===== src/rtl/reset_sequencer_if.sv =====
// Request/control inputs and sequenced reset outputs of reset_sequencer.
// The sequencer takes the slave side; the SoC top level or a bench takes the master side.
interface reset_sequencer_if #(
  parameter int NSRC = 3,
  parameter int NOUT = 3
);
  logic [NSRC-1:0] src_req_i;
  logic            cause_clr_i;
  logic [NOUT-1:0] rst_out_n_o;
  logic            all_released_o;
  logic [NSRC-1:0] cause_o;
  logic [1:0]      state_o;

  modport master (
    output src_req_i, cause_clr_i,
    input  rst_out_n_o, all_released_o, cause_o, state_o
  );

  modport slave (
    input  src_req_i, cause_clr_i,
    output rst_out_n_o, all_released_o, cause_o, state_o
  );
endinterface


===== src/rtl/reset_sequencer.sv =====
// Merges asynchronous reset requests, optionally debounces them, holds reset for a
// minimum time and then releases the active-low reset domains one after another.
module reset_sequencer #(
  parameter int              NSRC        = 3,
  parameter int              NOUT        = 3,
  parameter int              SYNC_STAGES = 2,
  parameter logic [NSRC-1:0] DEB_MASK    = 3'b001,
  parameter int              DEB_CYCLES  = 1024,
  parameter int              MIN_HOLD    = 16,
  parameter int              STAGE_GAP   = 8
) (
  input  logic             clk,
  input  logic             rst_n,
  reset_sequencer_if.slave io
);
  typedef enum logic [1:0] {
    ST_ASSERT  = 2'd0,
    ST_HOLD    = 2'd1,
    ST_RELEASE = 2'd2,
    ST_DONE    = 2'd3
  } state_e;

  localparam int HW = (MIN_HOLD > 1) ? $clog2(MIN_HOLD) : 1;
  localparam int GW = (STAGE_GAP > 1) ? $clog2(STAGE_GAP) : 1;
  localparam int DW = (DEB_CYCLES > 1) ? $clog2(DEB_CYCLES) : 1;

  logic [NSRC-1:0] sync_q [SYNC_STAGES];
  logic [NSRC-1:0] sync_d [SYNC_STAGES];
  logic [DW-1:0]   deb_cnt_q [NSRC];
  logic [DW-1:0]   deb_cnt_d [NSRC];
  logic [NSRC-1:0] filt_q, filt_d;
  logic [NSRC-1:0] f_prev_q, f_prev_d;
  logic [NSRC-1:0] cause_q, cause_d;
  logic [NSRC-1:0] f_s;
  logic            req_any_s;
  state_e          state_q, state_d;
  logic [HW-1:0]   hold_q, hold_d;
  logic [GW-1:0]   gap_q, gap_d;
  logic [NOUT-1:0] out_q, out_d, out_shift_s;
  logic            all_q, all_d;

  // Synchroniser shift, per-source debounce filter and sticky cause capture.
  always_comb begin
    sync_d[0] = io.src_req_i;
    for (int i = 1; i < SYNC_STAGES; i++) begin
      sync_d[i] = sync_q[i-1];
    end
    for (int i = 0; i < NSRC; i++) begin
      deb_cnt_d[i] = {DW{1'b0}};
      filt_d[i]    = 1'b0;
      f_s[i]       = sync_q[SYNC_STAGES-1][i];
      if (DEB_MASK[i]) begin
        f_s[i]    = filt_q[i];
        filt_d[i] = filt_q[i];
        if (sync_q[SYNC_STAGES-1][i] == filt_q[i]) begin
          deb_cnt_d[i] = {DW{1'b0}};
        end else if (deb_cnt_q[i] == DW'(DEB_CYCLES - 1)) begin
          filt_d[i]    = sync_q[SYNC_STAGES-1][i];
          deb_cnt_d[i] = {DW{1'b0}};
        end else begin
          deb_cnt_d[i] = deb_cnt_q[i] + DW'(1);
        end
      end else begin
        filt_d[i] = 1'b0;
      end
    end
    req_any_s = |f_s;
    f_prev_d  = f_s;
    // A new request edge outranks a clear arriving on the same edge.
    if (io.cause_clr_i) begin
      cause_d = f_s & ~f_prev_q;
    end else begin
      cause_d = cause_q | (f_s & ~f_prev_q);
    end
  end

  // Sequencing FSM: next state and next values of the registered outputs.
  always_comb begin
    state_d     = state_q;
    hold_d      = hold_q;
    gap_d       = gap_q;
    out_d       = out_q;
    all_d       = all_q;
    out_shift_s = (out_q << 1) | NOUT'(1);
    case (state_q)
      ST_ASSERT: begin
        out_d  = {NOUT{1'b0}};
        all_d  = 1'b0;
        hold_d = {HW{1'b0}};
        gap_d  = {GW{1'b0}};
        if (req_any_s) begin
          state_d = ST_ASSERT;
        end else begin
          state_d = ST_HOLD;
        end
      end
      ST_HOLD: begin
        if (req_any_s) begin
          state_d = ST_ASSERT;
          out_d   = {NOUT{1'b0}};
          all_d   = 1'b0;
        end else if (hold_q == HW'(MIN_HOLD - 1)) begin
          out_d = NOUT'(1);
          gap_d = {GW{1'b0}};
          if (NOUT == 1) begin
            state_d = ST_DONE;
            all_d   = 1'b1;
          end else begin
            state_d = ST_RELEASE;
            all_d   = 1'b0;
          end
        end else begin
          hold_d = hold_q + HW'(1);
        end
      end
      ST_RELEASE: begin
        if (req_any_s) begin
          state_d = ST_ASSERT;
          out_d   = {NOUT{1'b0}};
          all_d   = 1'b0;
        end else if (gap_q == GW'(STAGE_GAP - 1)) begin
          gap_d = {GW{1'b0}};
          out_d = out_shift_s;
          if (&out_shift_s) begin
            state_d = ST_DONE;
            all_d   = 1'b1;
          end else begin
            state_d = ST_RELEASE;
          end
        end else begin
          gap_d = gap_q + GW'(1);
        end
      end
      ST_DONE: begin
        if (req_any_s) begin
          state_d = ST_ASSERT;
          out_d   = {NOUT{1'b0}};
          all_d   = 1'b0;
        end else begin
          state_d = ST_DONE;
        end
      end
      default: begin
        state_d = ST_ASSERT;
        out_d   = {NOUT{1'b0}};
        all_d   = 1'b0;
      end
    endcase
  end

  // All state of the block, cleared by the synchronous active-low reset.
  always_ff @(posedge clk) begin
    if (!rst_n) begin
      for (int i = 0; i < SYNC_STAGES; i++) begin
        sync_q[i] <= {NSRC{1'b0}};
      end
      for (int i = 0; i < NSRC; i++) begin
        deb_cnt_q[i] <= {DW{1'b0}};
      end
      filt_q   <= {NSRC{1'b0}};
      f_prev_q <= {NSRC{1'b0}};
      cause_q  <= {NSRC{1'b0}};
      state_q  <= ST_ASSERT;
      hold_q   <= {HW{1'b0}};
      gap_q    <= {GW{1'b0}};
      out_q    <= {NOUT{1'b0}};
      all_q    <= 1'b0;
    end else begin
      for (int i = 0; i < SYNC_STAGES; i++) begin
        sync_q[i] <= sync_d[i];
      end
      for (int i = 0; i < NSRC; i++) begin
        deb_cnt_q[i] <= deb_cnt_d[i];
      end
      filt_q   <= filt_d;
      f_prev_q <= f_prev_d;
      cause_q  <= cause_d;
      state_q  <= state_d;
      hold_q   <= hold_d;
      gap_q    <= gap_d;
      out_q    <= out_d;
      all_q    <= all_d;
    end
  end

  assign io.rst_out_n_o    = out_q;
  assign io.all_released_o = all_q;
  assign io.cause_o        = cause_q;
  assign io.state_o        = state_q;
endmodule


===== src/flat_wrapper.sv =====
// flat-port wrapper written by rule: the top's interface ports become plain ports
module reset_sequencer_flat 
#(
  parameter int              NSRC        = 3,
  parameter int              NOUT        = 3,
  parameter int              SYNC_STAGES = 2,
  parameter logic [NSRC-1:0] DEB_MASK    = 3'b001,
  parameter int              DEB_CYCLES  = 1024,
  parameter int              MIN_HOLD    = 16,
  parameter int              STAGE_GAP   = 8
)
  (clk, rst_n, io_src_req_i, io_cause_clr_i, io_rst_out_n_o, io_all_released_o, io_cause_o, io_state_o);
  reset_sequencer_if #(.NSRC(NSRC), .NOUT(NOUT)) io_i ();
  input  logic clk;
  input  logic rst_n;
  input wire logic [$bits(io_i.src_req_i)-1:0] io_src_req_i;
  input wire logic [$bits(io_i.cause_clr_i)-1:0] io_cause_clr_i;
  output wire logic [$bits(io_i.rst_out_n_o)-1:0] io_rst_out_n_o;
  output wire logic [$bits(io_i.all_released_o)-1:0] io_all_released_o;
  output wire logic [$bits(io_i.cause_o)-1:0] io_cause_o;
  output wire logic [$bits(io_i.state_o)-1:0] io_state_o;
  assign io_i.src_req_i = io_src_req_i;
  assign io_i.cause_clr_i = io_cause_clr_i;
  assign io_rst_out_n_o = io_i.rst_out_n_o;
  assign io_all_released_o = io_i.all_released_o;
  assign io_cause_o = io_i.cause_o;
  assign io_state_o = io_i.state_o;
  reset_sequencer #(.NSRC(NSRC), .NOUT(NOUT), .SYNC_STAGES(SYNC_STAGES), .DEB_MASK(DEB_MASK), .DEB_CYCLES(DEB_CYCLES), .MIN_HOLD(MIN_HOLD), .STAGE_GAP(STAGE_GAP)) u_core (.clk(clk), .rst_n(rst_n), .io(io_i));
endmodule

===== config.mk =====
export PLATFORM = sky130hd
export DESIGN_NAME = reset_sequencer_flat
export DESIGN_NICKNAME = d
export VERILOG_FILES = /design/src/rtl/reset_sequencer_if.sv /design/src/rtl/reset_sequencer.sv /design/src/flat_wrapper.sv
export SDC_FILE = /design/constraint.sdc
export NUM_CORES = 1
export LEC_CHECK = 0
export BUFFER_PORTS_ARGS = -buffer_cell sky130_fd_sc_hd__buf_2
export CORE_ASPECT_RATIO = 0.8
export CORE_MARGIN = 1.5
export CORE_UTILIZATION = 45
export CTS_CLUSTER_DIAMETER = 50
export DETAILED_ROUTE_END_ITERATION = 10
export GPL_TIMING_DRIVEN = 1
export PLACE_DENSITY = 0.66
export SLEW_MARGIN = 10
export SYNTH_ARGS = -nofsm -noshare
export SYNTH_HDL_FRONTEND = slang
export SYNTH_SLANG_ARGS = --single-unit

===== constraint.sdc =====
create_clock -name clk -period 1.7 [get_ports clk]
set_clock_uncertainty 0.1 [all_clocks]
set_input_delay 0.17 -clock clk [delete_from_list [all_inputs] [get_ports clk]]
set_output_delay 0.17 -clock clk [all_outputs]
set_load 0.03 [all_outputs]

[After elaboration in Yosys (flattened, before gate mapping)]
Memories as Yosys holds them, arrays and structs flattened.
Index checks and enable logic that the tools add are counted.
Operators by class
  reduce and logical (&&, ||, !) cells: 11
  eq/ne operators: 15
  muxes and demuxes: 39
  $add $sub $neg: 3
  bitwise gates (word level): 9
Operators with widths (count)
  2-to-1 mux 10 bit: 5
  2-to-1 mux 3 bit: 12
  case mux 3 bit (4 select lines): 1
  adder 10 x 1 -> 10 bit, second input constant: 1
  == test 10 bit, second input constant: 1
  2-to-1 mux 1 bit: 10
  2-to-1 mux 2 bit: 5
  inequality test 3 x 1 -> 1 bit, second input constant: 3
  case mux 3 bit (3 select lines): 1
  2-to-1 mux 4 bit: 2
  case mux 2 bit (4 select lines): 1
  case mux 4 bit (2 select lines): 1
  AND reduction 4 bit: 2
  inequality test 2 bit, second input constant: 3
  AND reduction 2 bit: 3
  AND reduction 3 bit: 2
  bitwise OR 1 bit: 5
  adder 4 x 1 -> 4 bit, second input constant: 1
  == test 2 bit, second input constant: 2
  == test 4 bit, second input constant: 1
  inequality test 2 x 1 -> 1 bit, second input constant: 2
  case mux 1 bit (4 select lines): 1
  adder 3 x 1 -> 3 bit, second input constant: 1
  bitwise AND 3 bit: 1
  other kinds (10): 10
Word-level totals
  bits in registers: 20
  memory bits (writable): 36
  input bits: 6
  word-level logic and storage cells: 87
  output and inout bits: 9
  memories kept: 2
Memory list
  u_core.deb_cnt_q: depth 3, bits a word 10, rd ports 1, clocked after Yosys merged registers in 0, wr ports 3, line reset_sequencer.sv:29  | logic [DW-1:0] deb_cnt_q [NSRC];
  u_core.sync_q: depth 2, bits a word 3, rd ports 2, clocked after Yosys merged registers in 0, wr ports 2, line reset_sequencer.sv:27  | logic [NSRC-1:0] sync_q [SYNC_STAGES];

[Longest topological paths before layout]
  depth after elaboration: 5
  mapped depth: 7
  depth with buffers taken out: 6

[Least setup slack after synthesis]
Ideal clock, no wire load.
  kind: register to register
  start point: register u_core.state_q[0] (netlist: u_core.io.state_o[0])
  end point: register u_core.all_q (netlist: u_core.io.all_released_o)
  arrival: 1.822 ns
  required time: 1.485 ns
  clock period less this slack: 2.037 ns
  path buffers: 1
  cell stages (with the launch flop): 8
  setup slack: -0.337 ns
  library setup time: 0.115 ns
  cell sequence: dfxtp_1 > inv_1 > ha_1 > buf_2 > nor2b_1 > a211o_1 > o211a_1 > o21a_1
Between the ends
  cells in the longest elaborated chain, start to end: 3
  elaborated cells between the ends (all ways): 10
  those cells by class: eq/ne (7); mux (1); reduce/logical (2)
Ends and longest elaborated chain
  start, declared: line reset_sequencer.sv:36  | state_e state_q, state_d;
  start signal, assigned: line reset_sequencer.sv:178  | state_q <= state_d;
  == test 2 bit or == test 2 x 1 -> 1 bit (tied branches): line reset_sequencer.sv:85  | case (state_q)
  inequality test 3 x 1 -> 1 bit (no source line) or inequality test 2 x 1 -> 1 bit (tied branches)
  AND reduction 4 bit (no source line)
  end signal, assigned: line reset_sequencer.sv:182  | all_q <= all_d;
  end, declared: line reset_sequencer.sv:40  | logic all_q, all_d;
Several ways; a longest one is shown, not always the timed one.
A chain may end at the register's enable or synchronous reset.

[Worst setup path in the final report]
  start point: register u_core.hold_q[0]
  end point: register u_core.all_q (netlist: u_core.io.all_released_o)
Between the ends
  cells in the longest elaborated chain, start to end: 3
Ends and longest elaborated chain
  start, declared: line reset_sequencer.sv:37  | logic [HW-1:0] hold_q, hold_d;
  start signal, assigned: line reset_sequencer.sv:164  | hold_q <= {HW{1'b0}};
  start signal, assigned: line reset_sequencer.sv:179  | hold_q <= hold_d;
  == test 4 bit: line reset_sequencer.sv:102  | end else if (hold_q == HW'(MIN_HOLD - 1)) begin
  inequality test 3 x 1 -> 1 bit (no source line)
  AND reduction 4 bit (no source line)
Every way passes these cells.

==> flow_metrics.py <==
metrics = {
    "status": {
        "outcome": "complete, no violations",
    },
    "pwr": {
        "power_mw": 1.96,
        "leakagePower_nw": 0.785,
        "powerDensity_mw_per_mm2": 1020,
        "ir_drop_v": 0.000782,
    },
    "route": {
        "top_layer_used": "met4",
        "wl_per_cell_um": 12.8,
        "drc_errors": 0,
        "routed_wl_mm": 3.05,
        "met1Wirelength_mm": 1.41,
        "dr_wl_met2_mm": 1.45,
        "num_vias": 1253,
        "vias_per_cell": 5.24,
        "routed-wl-met3_um": 153,
        "antenna_left": 0,
        "first_pass_iters": 4,
        "drt_iter0_drc": 33,
    },
    "critical_path": {
        "end_kind": "register",
        "cp_max_fo": 5,
        "start_kind": "register",
        "worstPathRequired_ps": 1780,
        "worst-setup-path-type": "reg2reg",
        "worstPathArrival_ps": 1680,
    },
    "floorplan": {
        "die_area_mm2": 0.00390,
        "io_pins": 15,
        "start_util_pct": 46.7,
        "rows": 19,
        "die_h_um": 56.2,
        "fp.coreArea_mm2": 0.00340,
        "die_x_um": 69.4,
    },
    "timing": {
        "layout_setup_ws_ps": 108,
        "hold_viol": 0,
        "grt_setup_unrepaired": "false",
        "maxSlewHeadroom_pct": 79.5,
        "worst_pin_slew_ps": 308,
        "period_minus_slack_ps": 1590,
        "finalCritPeriodShare_pct": 93.7,
        "maxSlewViolCount": 0,
        "finalSetupViolCount": 0,
        "fmax_mhz": 628,
        "tns_ps": 0,
    },
    "grt": {
        "grt_pass1_wl_mm": 5.18,
        "grt_max_degree": 20,
        "antenna_found_initial": 0,
        "grt_usage_pct": 16.9,
        "grt-ovfl-total": 0,
        "grt_pass1_vias": 1226,
    },
    "cells_and_area": {
        "stdcell_area_mm2": 0.00192,
        "fillers": 307,
        "antenna_cells": 0,
        "post_route_cells_drive_above_1_share_pct": 21.3,
        "fin_nets": 212,
        "multiInputGateArea_um2": 837,
        "area_growth_pct": 20.8,
        "regArea_um2": 726,
    },
    "synth": {
        "yosysMostFrequentCell": "dfxtp_1",
        "syn_inst": 171,
        "yosys-top-cells-area": "dfxtp_1 (45%), ha_1 (7.9%), and2_1 (5.9%)",
        "ys_seq_area_share_pct": 45.4,
        "synth-edff-count": 0,
        "syn_avg_cell_area_um2": 9.29,
        "synth_largest_area_cell": "dfxtp_1",
        "synth_common_cells": "dfxtp_1 (36), and2_1 (15), nand2_1 (14), nor2_1 (14), nand3_1 (11)",
        "synth_flop_cell": "dfxtp_1",
        "yosysTopAreaCellShare_pct": 45.4,
        "async_reset_ff_share_pct": 0,
        "ys_warn_count": 0,
        "ys_seq_elements": 36,
        "synth_cell_type_count": 35,
        "synth_area_mm2": 0.00159,
        "synth_nets": 187,
    },
    "worst_hold_path": {
        "hp-class": "in2reg",
    },
    "clocking": {
        "cts.sinks": 36,
        "cts_root_buf": "clkbuf_8",
        "cts_buffer_depth": 2,
        "path_clk_slew_ps": 80,
        "htreeDepth": 2,
        "cts_buffers": 5,
        "cts_tree": "built",
        "clock_latency_ps": 280,
    },
    "place": {
        "gp_congestion": 0.807,
        "dp_slack_ps": 26.8,
        "portBuffers": 14,
        "hpwlAfterDp_mm": 2.17,
        "place_area_mm2": 0.00174,
    },
    "run": {
        "max_cap_violations": 0,
    },
}
[power breakdown]
part	internal, mW	switching (mW)
Combinational	0.138	0.173
Clock	0.435	0.315
Sequential	0.871	0.0245
[final timing paths]
| check | startpoint | end | slack (ps) | cells past startpoint |
|---|---|---|---|---|
| setup / recovery | u_core.hold_q[0] | u_core.io.all_released_o | 110 | 5 |
| hold / removal | io_cause_clr_i | u_core.io.cause_o[0] | 160 | 3 |
| setup reg to reg | u_core.hold_q[0] | u_core.io.all_released_o | 110 | 5 |
| hold reg to reg | u_core.sync_q[0][1] | u_core.sync_q[0][4] | 340 | 1 |
[registers in the layout, summed over array words and instances, names as in the netlist]
register	count
u_core.deb_cnt_q	10
u_core.sync_q	6
u_core.hold_q	4
u_core.f_prev_q	3
u_core.gap_q	3
u_core.io.cause_o	3
u_core.io.rst_out_n_o	3
u_core.io.state_o	2
u_core.filt_q	1
u_core.io.all_released_o	1
[cells by family (layout without fill, tap and decap cells)]
logic type	count (synthesis)	in the layout	synth area share, %
mux	4	4	2.52
simple gates	73	73	24.6
flops	36	36	45.4
buf+inv	16	42	4.02
fa+ha+maj	10	10	7.87
xor+xnor	10	10	5.51
compound gates	22	22	10.2
[worst max-delay path, cell delays in order, from the launching register on]
cell     delay (ps)
dfxtp_1         380
ha_2            220
nand3_2         140
a211o_1         340
o211a_1         220
o21a_1           90
[cell usage in the layout (no fill, tap or decap), types with 3 or more instances in the layout]
cell type,synthesis,routed
dfxtp_1,36,34
and2_1,15,15
nor2_1,14,14
nand2_1,14,14
buf_2,3,14
nand3_1,11,10
inv_1,10,9
ha_1,10,8
nand4_1,7,7
xor2_1,6,6
buf_4,0,6
clkbuf_8,0,5
mux2i_1,4,4
xnor2_1,4,4
nand3_2,2,3
o22ai_1,3,3
a21boi_0,3,3
nor3_1,3,3
dlygate4sd3_1,0,3
[final cells by class]
class,instances,area share (%)
multi-input combinational,119,43.6
sequential,36,37.8
timing repair buffer,24,8.15
clock buffer,5,3.59
tap,42,2.74
clock inverter,3,2.15
inverter,10,1.96
[through the flow]
step / utilization (%) / instances / hold WS (ps)
global placement: 51.0 / 226 / 278
CTS: 55.2 / 237 / 161
global route: 56.5 / 239 / 183
floorplan: - / 171 / 197
detailed placement: 51.0 / 226 / 286
finish: 56.5 / 239 / 159
[what timing repair did]
item | CTS | global route
gates resized for setup | 0 | 6
hold buffers | 3 | 0
endpoints found under the hold margin | 3 | 0
buffers inserted | 0 | 2
endpoints found under the setup margin | 0 | 15
[per-layer routing]
metal,GRT usage [%],vias to the layer above
met5,0,-
met1,19.0,581
met3,4.89,4
li1,-,633
met4,5.88,0
met2,30.5,35
Power figures use the tool's default switching activity.
